$ cat src/rtl/acos_arg_divider_pkg.sv
// Shared constants for the acos argument path: operand width, saturation value
// and the divider FSM state encoding.
package acos_arg_divider_pkg;

   localparam int unsigned ACOS_W = 32;
   localparam logic [ACOS_W-1:0] ACOS_SAT_VAL = 32'hFFFF_FFFF;

   typedef logic [1:0] state_t;

   localparam state_t StIdle = 2'd0;
   localparam state_t StCalc = 2'd1;
   localparam state_t StDone = 2'd2;

endpackage

$ cat src/rtl/acos_arg_divider_div_step.sv
// One restoring-division step: shift the remainder left by one and subtract the
// denominator when it fits, producing the next quotient bit.
module acos_arg_divider_div_step #(
   parameter int unsigned IN_W = 32
) (
   input  logic [IN_W:0]   rem_in,
   input  logic [IN_W-1:0] den_in,
   output logic [IN_W:0]   rem_out,
   output logic            q_bit_out
);

   logic [IN_W:0] rem_shl;
   logic [IN_W:0] den_ext;

   assign rem_shl = {rem_in[IN_W-1:0], 1'b0};
   assign den_ext = {1'b0, den_in};

   // A set top bit means the true shifted value exceeds any denominator.
   assign q_bit_out = rem_in[IN_W] | (rem_shl >= den_ext);
   assign rem_out   = q_bit_out ? (rem_shl - den_ext) : rem_shl;

endmodule

$ cat src/rtl/acos_arg_divider.sv
// Sequential restoring divider producing the acos argument q = floor(num * 2^OUT_W / den),
// with fixed latency regardless of saturation or divide-by-zero.
module acos_arg_divider
   import acos_arg_divider_pkg::*;
#(
   parameter int unsigned      IN_W    = ACOS_W,
   parameter int unsigned      OUT_W   = ACOS_W,
   parameter logic [OUT_W-1:0] SAT_VAL = ACOS_SAT_VAL
) (
   input  logic             clk_in,
   input  logic             rst_in,
   input  logic [IN_W-1:0]  num_in,
   input  logic [IN_W-1:0]  den_in,
   input  logic             valid_in,
   output logic             busy_out,
   output logic [OUT_W-1:0] quot_out,
   output logic             valid_out,
   output logic             sat_out,
   output logic             div0_out
);

   localparam int unsigned CNT_W = $clog2(OUT_W + 1);

   state_t           state_q, state_d;
   logic [IN_W-1:0]  den_q, den_d;
   logic [IN_W:0]    rem_q, rem_d;
   logic [OUT_W-1:0] q_q, q_d;
   logic [CNT_W-1:0] cnt_q, cnt_d;
   logic             sat_pend_q, sat_pend_d;
   logic             div0_pend_q, div0_pend_d;
   logic [OUT_W-1:0] quot_q, quot_d;
   logic             valid_q, valid_d;
   logic             sat_q, sat_d;
   logic             div0_q, div0_d;

   logic [IN_W:0] rem_step;
   logic          q_bit;

   acos_arg_divider_div_step #(
      .IN_W (IN_W)
   ) u_div_step (
      .rem_in    (rem_q),
      .den_in    (den_q),
      .rem_out   (rem_step),
      .q_bit_out (q_bit)
   );

   always_comb begin
      state_d     = state_q;
      den_d       = den_q;
      rem_d       = rem_q;
      q_d         = q_q;
      cnt_d       = cnt_q;
      sat_pend_d  = sat_pend_q;
      div0_pend_d = div0_pend_q;
      quot_d      = quot_q;
      valid_d     = 1'b0;
      sat_d       = sat_q;
      div0_d      = div0_q;

      case (state_q)
         StIdle: begin
            if (valid_in) begin
               den_d       = den_in;
               rem_d       = {1'b0, num_in};
               q_d         = '0;
               cnt_d       = '0;
               div0_pend_d = (den_in == '0);
               sat_pend_d  = (den_in != '0) && (num_in >= den_in);
               state_d     = StCalc;
            end
         end
         StCalc: begin
            // The iteration runs even for sat/div0 so latency never depends on operands.
            if (cnt_q == CNT_W'(OUT_W)) begin
               quot_d  = (sat_pend_q | div0_pend_q) ? SAT_VAL : q_q;
               sat_d   = sat_pend_q;
               div0_d  = div0_pend_q;
               valid_d = 1'b1;
               state_d = StDone;
            end else begin
               rem_d = rem_step;
               q_d   = {q_q[OUT_W-2:0], q_bit};
               cnt_d = cnt_q + CNT_W'(1);
            end
         end
         StDone: begin
            state_d = StIdle;
         end
         default: begin
            state_d = StIdle;
         end
      endcase
   end

   always_ff @(posedge clk_in) begin
      if (rst_in) begin
         state_q     <= StIdle;
         den_q       <= '0;
         rem_q       <= '0;
         q_q         <= '0;
         cnt_q       <= '0;
         sat_pend_q  <= 1'b0;
         div0_pend_q <= 1'b0;
         quot_q      <= '0;
         valid_q     <= 1'b0;
         sat_q       <= 1'b0;
         div0_q      <= 1'b0;
      end else begin
         state_q     <= state_d;
         den_q       <= den_d;
         rem_q       <= rem_d;
         q_q         <= q_d;
         cnt_q       <= cnt_d;
         sat_pend_q  <= sat_pend_d;
         div0_pend_q <= div0_pend_d;
         quot_q      <= quot_d;
         valid_q     <= valid_d;
         sat_q       <= sat_d;
         div0_q      <= div0_d;
      end
   end

   assign busy_out  = (state_q != StIdle);
   assign quot_out  = quot_q;
   assign valid_out = valid_q;
   assign sat_out   = sat_q;
   assign div0_out  = div0_q;

endmodule

$ cat config.mk
export PLATFORM = sky130hd
export DESIGN_NAME = acos_arg_divider
export DESIGN_NICKNAME = d
export VERILOG_FILES = /design/src/rtl/acos_arg_divider_pkg.sv /design/src/rtl/acos_arg_divider_div_step.sv /design/src/rtl/acos_arg_divider.sv
export SDC_FILE = /design/constraint.sdc
export NUM_CORES = 1
export LEC_CHECK = 0
export BUFFER_PORTS_ARGS = -buffer_cell sky130_fd_sc_hd__buf_2
export CORE_MARGIN = 2
export CORE_UTILIZATION = 59
export CTS_CLUSTER_SIZE = 24
export DETAILED_ROUTE_END_ITERATION = 8
export MAX_ROUTING_LAYER = met4
export PLACE_DENSITY_LB_ADDON = 0.12
export SLEW_MARGIN = 20
export SYNTH_ARGS = -nofsm -noshare
export SYNTH_HDL_FRONTEND = slang
export SYNTH_SLANG_ARGS = --single-unit
$ cat constraint.sdc
create_clock -name clk_in -period 3.1 [get_ports clk_in]
set_input_delay 0.31 -clock clk_in [delete_from_list [all_inputs] [get_ports clk_in]]
set_output_delay 0.31 -clock clk_in [all_outputs]
set_load 0.005 [all_outputs]
==> out/results.tsv, run 1 <==
metric	value	unit
status	completed	
final wirelength	21.3	mm
Achievable Freq	0.341	GHz
Core Area	0.0133	mm²
PD cells	774	mW/mm²
Placer Congestion	0.973	
reg2reg setup slack	0.17	ns
mux contribution to synthesized area	2.85	%
input/output buffers	102	
CTS sink count	142	
crit end category	flop	
met2 routed WL	10.2	mm
hold_ws	0.136	ns
hold path endpoint	den_q[7]	
crit path time final	2.93	ns
clock slew at reported path FFs	0.06	ns
Avg WL per Cell	16.8	µm
routed vias/inst	6.01	
Setup TNS	0	ns
reg2reg path depth	11	
first-pass GRT wire length	35.3	mm
Max VDD drop	0.658	mV
Num CTS Buffers	17	
I/O pin count	103	
sequence of cells on the critical path	inv_1, ha_1, a21oi_1, o211ai_1, a221oi_1, nand3_1, a21o_1, a21o_2, buf_4, mux2i_1, o22ai_1	
CP Max Fanout	10	
area share of fa/ha/maj cells after synthesis	10.4	%
GRT Overall Usage	30.5	%
Post-Syn Area	0.00813	mm²
H-tree Lvls	4	
CP Buf/Inv Count	2	
RSZ-0062 raised after global routing	false	
Primary FF master, synth	dfxtp_1	
drt drc	0	
syn_nets	1130	
Worst-Margin Slew	0.723	ns
HP Start	den_in[7]	
CP top delay family	compound AO/OA/AOI/OAI gates	
hold_buf cts	0	
fraction of the mapped netlist area in simple logic gates	16.6	%
initial antenna violation count	0	
sequential cell area	0.00284	mm²
Mean Syn Cell Area	8.17	µm²
DP HPWL	15.3	mm
most common cell after layout, fill and taps aside	dfxtp_1	
DIE AREA	0.0147	mm²
count of mapped cells out of synthesis	996	
Reg2Reg Launch Point	den_q[12]	
complex-gate fraction of the synthesized area	25.2	%
Setup CP Type	flop to flop	
Worst path max stage delay	0.36	ns
commonest cells after routing, fill and taps aside	dfxtp_1 (142), nand2_1 (130), a21oi_1 (120)	
via count	7632	
slowest CP cell	ha_1	
wl on met1	9.30	mm
share of layout cells above drive strength 1	18.6	%
leakage power	4.11	nW
FF-to-FF End	rem_q[8]	
drt pass-1 iters	5	
postcts setup bufs	0	
number of enable flip-flop cells after synthesis	0	
DP Worst Slack	0.152	ns
grt total ovfl	0	
Chip Width	121	µm
Hold Path Class	input pin to flop	
row cnt	42	
vias in the first global route	7304	
cell count of the worst hold path	3	
Worst EP arrival	3.22	ns
main combinational cell family by area after synthesis	compound AO/OA/AOI/OAI gates	
dpl cells	1237	
Die Y-Extent	121	µm
multi-input logic area	0.00478	mm²
final-report hold violation count	0	
Ys Warns	0	
Final setup viols	0	
initial core utilization	60.9	%
Area Growth Syn to Fin	16.1	%
Yosys cell types	64	
largest net degree at the start of global routing	71	
Slew Limit Fails	0	
final non-filler cell total	1269	
Worst-Skew Late Latency	0.43	ns
routed wl met3	1.10	mm
final worst-path cycle share	94.6	%
DR iter-0 viols	582	
fillers	1150	
CP Launch Type	flop	
CTS Root Cell	clkbuf_16	
worst setup margin	0.166	ns
fin nets	1214	
CTS max path bufs	2	
TritonCTS clock tree	built	
Max-slew headroom	51.6	%
#FFs+latches synth	142	
share of flip-flops with an asynchronous set or reset	0	%
Max Cap Viol	0	
max layer used	met4	
Seq/Total Area, Yosys	34.9	%
Worst EP required	3.38	ns
Gates resized, CTS repair	0	
Setup Skew	0.00914	ns
Synth Area in XOR/XNOR	3.45	%
ANT nets after route	0	
diodes inserted	0	
-- synth_stat cells (all sizes together) (19+ instances only) --
master	count	area (µm²)
dfxtp	142	2840
nand2	131	492
a21oi	124	639
inv	80	300
ha	66	826
nand3	52	260
clkbuf	42	158
nor2	38	150
o221a	32	360
o21ai	26	130
a22oi	25	188
mux2i	22	220
o22ai	21	131
a21o	20	150
xnor2	19	166
-- how the worst max path moves through the flow --
stage                         start        end  slack [ns]  depth (start not counted)
after floorplan            den_q[4]  rem_q[32]        0.47                         10
after global placement    den_q[28]  rem_q[12]        0.20                         11
after detailed placement   den_q[1]   rem_q[7]        0.15                         12
after CTS                  den_q[1]   rem_q[7]        0.13                         12
after global routing      den_q[19]  rem_q[22]        0.02                         11
final                     den_q[12]   rem_q[8]        0.17                         11
-- stage by stage --
| step | util, % | area, µm² | power [W] |
|---|---|---|---|
| 2_1_floorplan | - | 8130 | 0.00449 |
| 3_3_place_gp | 66.2 | 8840 | 0.00517 |
| 3_5_place_dp | 66.2 | 8840 | 0.00520 |
| 4_1_cts | 70.7 | 9440 | 0.00728 |
| 5_1_grt | 70.7 | 9440 | 0.00776 |
| 6_report | 70.7 | 9440 | 0.00731 |
-- layout make-up --
| cell class | count | area share [%] |
|---|---|---|
| Clock buffer | 17 | 4.51 |
| Clock inverter | 15 | 1.83 |
| Inverter | 80 | 3.18 |
| Multi-Input combinational cell | 715 | 50.6 |
| Sequential cell | 142 | 30.1 |
| Tap cell | 176 | 2.33 |
| Timing Repair Buffer | 124 | 7.45 |
-- worst reg2reg max path, delay by kind of cell, from the launching register on --
family	cells	cell delay (ns)
compound gates	6	1.45
fa+ha+maj	1	0.36
flops	1	0.32
buf+inv	2	0.28
simple gates	1	0.20
mux	1	0.18
-- routing by layer --
metal  global-route usage [%]  up-vias
met3                     6.39       44
met2                     49.4      220
met4                     11.2        0
li1                         -     3765
met1                     37.7     3603
met5                        -        -
-- kinds of logic (layout without fill, tap and decap cells) --
family	count (synthesis)	in the layout
compound gates	298	298
mux	23	23
buf+inv	139	236
flops	142	142
simple gates	295	295
fa+ha+maj	67	67
xor+xnor	32	32
-- power by group --
group | switching (W) | total [W] | internal [W]
sequential | 0.000119 | 0.00209 | 0.00197
clock | 0.000881 | 0.00209 | 0.00121
combinational | 0.00176 | 0.00313 | 0.00137
total | 0.00276 | 0.00731 | 0.00455
-- registers in the layout, indices dropped and copies added (netlist names), 2 cells and up --
name	cells
den_q	32
rem_q	33
state_q	2
quot_out	32
q_q	32
cnt_q	6
(Power assumes the default switching activity.)
==> inputs of run 2 (changes only) <==
==> constraint.sdc (replaced) <==
create_clock -name clk_in -period 3.1 [get_ports clk_in]
set_input_delay 0.62 -clock clk_in [delete_from_list [all_inputs] [get_ports clk_in]]
set_output_delay 0.62 -clock clk_in [all_outputs]
set_load 0.005 [all_outputs]
==> out/results.tsv, run 2 (same netlist as run 1, synthesis figures left out) <==
metric	value	unit
Setup TNS	0	ns
fin nets	1212	
CTS Root Cell	clkbuf_16	
DIE AREA	0.0147	mm²
DP HPWL	15.1	mm
Core Area	0.0133	mm²
FF-to-FF End	rem_q[1]	
Worst EP arrival	3.25	ns
RSZ-0062 raised after global routing	false	
Setup CP Type	flop to flop	
Chip Width	121	µm
reg2reg path depth	11	
H-tree Lvls	4	
routed vias/inst	5.99	
via count	7582	
Worst-Skew Late Latency	0.43	ns
vias in the first global route	7286	
Achievable Freq	0.345	GHz
commonest cells after routing, fill and taps aside	dfxtp_1 (142), nand2_1 (130), a21oi_1 (120)	
Reg2Reg Launch Point	den_q[4]	
drt drc	0	
reg2reg setup slack	0.20	ns
leakage power	4.08	nW
I/O pin count	103	
hold path endpoint	den_q[23]	
final-report hold violation count	0	
Worst EP required	3.45	ns
Placer Congestion	0.942	
clock slew at reported path FFs	0.06	ns
hold_buf cts	0	
Gates resized, CTS repair	0	
CTS max path bufs	2	
postcts setup bufs	0	
Max-slew headroom	55.3	%
Die Y-Extent	121	µm
Avg WL per Cell	16.6	µm
final worst-path cycle share	93.4	%
PD cells	765	mW/mm²
largest net degree at the start of global routing	50	
initial core utilization	60.9	%
share of layout cells above drive strength 1	18.3	%
row cnt	42	
GRT Overall Usage	30.6	%
ANT nets after route	0	
Slew Limit Fails	0	
Final setup viols	0	
drt pass-1 iters	5	
Area Growth Syn to Fin	15.1	%
Final Core Density	70.1	%
Setup Skew	0.0128	ns
final wirelength	21.0	mm
Max Cap Viol	0	
Hold Path Class	input pin to flop	
crit path time final	2.90	ns
hold_ws	0.446	ns
total power	0.00716	W
first-pass GRT wire length	34.9	mm
status	completed	
input/output buffers	102	
Worst-Margin Slew	0.668	ns
DR iter-0 viols	611	
TritonCTS clock tree	built	
CTS sink count	142	
most common cell after layout, fill and taps aside	dfxtp_1	
HP Start	den_in[23]	
CP Launch Type	flop	
Max VDD drop	0.562	mV
CP Max Fanout	13	
max reg flops	33	
grt total ovfl	0	
crit end category	flop	
register bank with the most flops	rem_q	
diodes inserted	0	
Num CTS Buffers	17	
cell count of the worst hold path	3	
initial antenna violation count	0	
[run 2: how the worst max path moves through the flow]
stage	start	end	slack [ns]	cells past startpoint
2_1_floorplan	den_q[4]	rem_q[32]	0.47	10
3_3_place_gp	den_q[4]	rem_q[32]	0.28	10
3_5_place_dp	den_q[4]	rem_q[28]	0.22	10
4_1_cts	den_q[4]	rem_q[31]	0.20	10
5_1_grt	den_q[12]	rem_q[24]	0.02	11
6_report	den_q[4]	rem_q[1]	0.20	11
[run 2: area by class of cell]
| class | count | area, µm² |
|---|---|---|
| sequential | 142 | 2840 |
| multi-input combinational | 715 | 4780 |
| clock inverter | 14 | 131 |
| fill | 1131 | 3990 |
| tap | 176 | 220 |
| clock buffer | 17 | 425 |
| inverter | 80 | 300 |
| timing repair buffer | 122 | 663 |
[run 2: stage by stage]
step / instance area (µm²) / std cells / worst slack [ns]
2_1_floorplan: 8130 / 996 / 0.471
3_3_place_gp: 8800 / 1235 / 0.281
3_5_place_dp: 8800 / 1235 / 0.222
4_1_cts: 9360 / 1266 / 0.203
5_1_grt: 9360 / 1266 / 0.0212
6_report: 9360 / 1266 / 0.204
[run 2: layer usage]
layer / part of all wire, % / GRT usage [%] / vias up / routed length (µm)
met5: 0 / - / - / 0
met4: 2.3 / 11.1 / 0 / 486
met3: 5.1 / 5.55 / 38 / 1070
met2: 47 / 49.6 / 214 / 9860
met1: 46 / 38.2 / 3574 / 9580
li1: - / - / 3756 / -
[run 2: critical path, stage by stage, from the launching register on]
cell and delay [ns]:
dfxtp_1 0.33, inv_1 0.04, ha_1 0.34, a21o_1 0.24, a211o_1 0.31, o211ai_1 0.27, nand3_1 0.17, a21o_1 0.26
a21o_1 0.20, buf_4 0.21, mux2_1 0.33, o22ai_1 0.12
[run 2: where the power goes]
group	internal [W]	leakage [nW]	switching (W)
Combinational	0.00133	2.65	0.00177
Clock	0.00111	0.276	0.000856
Sequential	0.00197	1.16	0.000120
Total	0.00441	4.08	0.00274
==> inputs of run 3 (changes only) <==
--- a/config.mk
+++ b/config.mk
@@ -12,6 +12,7 @@
 export DETAILED_ROUTE_END_ITERATION = 8
 export MAX_ROUTING_LAYER = met4
 export PLACE_DENSITY_LB_ADDON = 0.12
+export SETUP_SLACK_MARGIN = 0.4
 export SLEW_MARGIN = 20
 export SYNTH_ARGS = -nofsm -noshare
 export SYNTH_HDL_FRONTEND = slang
==> out/results.tsv, run 3 (same netlist as run 1, synthesis figures left out) <==
metric	value	unit
Setup CP Type	flop to flop	
initial core utilization	60.9	%
Max-slew headroom	59.1	%
Worst Setup EP	rem_q[12]	
diodes inserted	0	
Worst EP arrival	3.02	ns
Num CTS Buffers	17	
worst setup path start	den_q[4]	
fin nets	1225	
grt total ovfl	0	
Avg WL per Cell	17.1	µm
Worst EP required	3.39	ns
H-tree Lvls	4	
reg2reg setup slack	0.37	ns
register bank with the most flops	rem_q	
Setup TNS	0	ns
Worst-Margin Slew	0.608	ns
drt pass-1 iters	5	
largest net degree at the start of global routing	50	
max reg flops	33	
drt drc	0	
Max VDD drop	0.541	mV
reg2reg path depth	11	
status	completed	
crit path time final	2.73	ns
CP Launch Type	flop	
input/output buffers	102	
final wirelength	21.8	mm
vias in the first global route	7422	
final worst-path cycle share	88.0	%
Area Growth Syn to Fin	20.2	%
CTS sink count	142	
Setup Skew	0.0148	ns
clock slew at reported path FFs	0.06	ns
final-report hold violation count	0	
CTS Root Cell	clkbuf_16	
total power	0.00778	W
Final setup viols	0	
commonest cells after routing, fill and taps aside	dfxtp_1 (139), nand2_1 (128), a21oi_1 (115)	
Core Area	0.0133	mm²
FF-to-FF End	rem_q[12]	
CP Max Fanout	6	
I/O pin count	103	
ANT nets after route	0	
DP HPWL	15.1	mm
CTS max path bufs	2	
Slew Limit Fails	0	
most common cell after layout, fill and taps aside	dfxtp_1	
DR iter-0 viols	654	
via count	7746	
crit end category	flop	
initial antenna violation count	0	
first-pass GRT wire length	35.9	mm
Reg2Reg Launch Point	den_q[4]	
leakage power	4.17	nW
GRT Overall Usage	31.4	%
Max Cap Viol	0	
Hold Path Class	input pin to flop	
Chip Width	121	µm
Placer Congestion	0.942	
Die Y-Extent	121	µm
routed vias/inst	6.06	
RSZ-0062 raised after global routing	true	
PD cells	796	mW/mm²
DIE AREA	0.0147	mm²
Achievable Freq	0.367	GHz
Worst-Skew Late Latency	0.43	ns
TritonCTS clock tree	built	
share of layout cells above drive strength 1	23.4	%
row cnt	42	
[run 3: cell types whose count changed in the layout (fill, tap and decap cells not counted), sizes merged]
cell | previous run | this run
buf | 122 | 133
bufbuf | 0 | 1
nor2 | 38 | 39
[run 3: through the flow]
stage / util [%] / cell area (µm²) / setup slack (ns) / std cells / hold slack (ns)
finish: 73.3 / 9780 / 0.372 / 1279 / 0.445
global route: 73.3 / 9780 / 0.280 / 1279 / 0.442
CTS: 72.7 / 9700 / 0.396 / 1276 / 0.439
detailed placement: 65.9 / 8800 / 0.222 / 1235 / 0.447
global placement: 65.9 / 8800 / 0.281 / 1235 / 0.442
floorplan: - / 8130 / 0.471 / 996 / 0.436
[run 3: critical path, stage by stage (launching register included)]
cell and delay (ns):
dfxtp_2 0.33, inv_2 0.04, ha_4 0.25, a21o_1 0.20, a211o_1 0.32, o211ai_1 0.28
nand3_1 0.16, a21o_1 0.24, a21o_4 0.25, bufbuf_16 0.28, mux2i_1 0.15, o22ai_1 0.08
[run 3: layout make-up]
| class | instances | area, µm² |
|---|---|---|
| clock buffers | 17 | 425 |
| clock inverters | 14 | 131 |
| fillers | 1068 | 3570 |
| inverters | 80 | 300 |
| multi-input cells | 716 | 5060 |
| flip-flops and latches | 142 | 2850 |
| well taps | 176 | 220 |
| repair buffers | 134 | 798 |
[run 3: repair_timing]
item,4_1_cts,5_1_grt
cloned,2,0
hold endpoints to repair,0,0
setup buffers,8,3
endpoints found under the setup margin,32,33
gates resized for setup,42,17
pin swaps,18,18
hold buffers,0,0
[run 3: worst min path at each step]
stage / start / to / slack (ns) / cells past startpoint
2_1_floorplan: den_q[10] / den_q[10] / 0.44 / 2
3_3_place_gp: den_q[22] / den_q[22] / 0.44 / 2
3_5_place_dp: den_q[19] / den_q[19] / 0.45 / 2
5_1_grt: den_in[5] / den_q[5] / 0.44 / 3
4_1_cts: den_in[25] / den_q[25] / 0.44 / 3
6_report: den_in[0] / den_q[0] / 0.44 / 3
[run 3: power by group]
group          switching, W  internal (W)  leakage (nW)  total [W]
sequential         0.000140       0.00197          1.16    0.00211
clock              0.000852       0.00111         0.276    0.00197
combinational       0.00195       0.00175          2.74    0.00370
[run 3: metal layers]
metal | track usage [%] | routed length (µm)
met1 | 39.2 | 9780
met2 | 51.1 | 10400
met3 | 6.06 | 1210
met4 | 11.0 | 493
met5 | - | 0
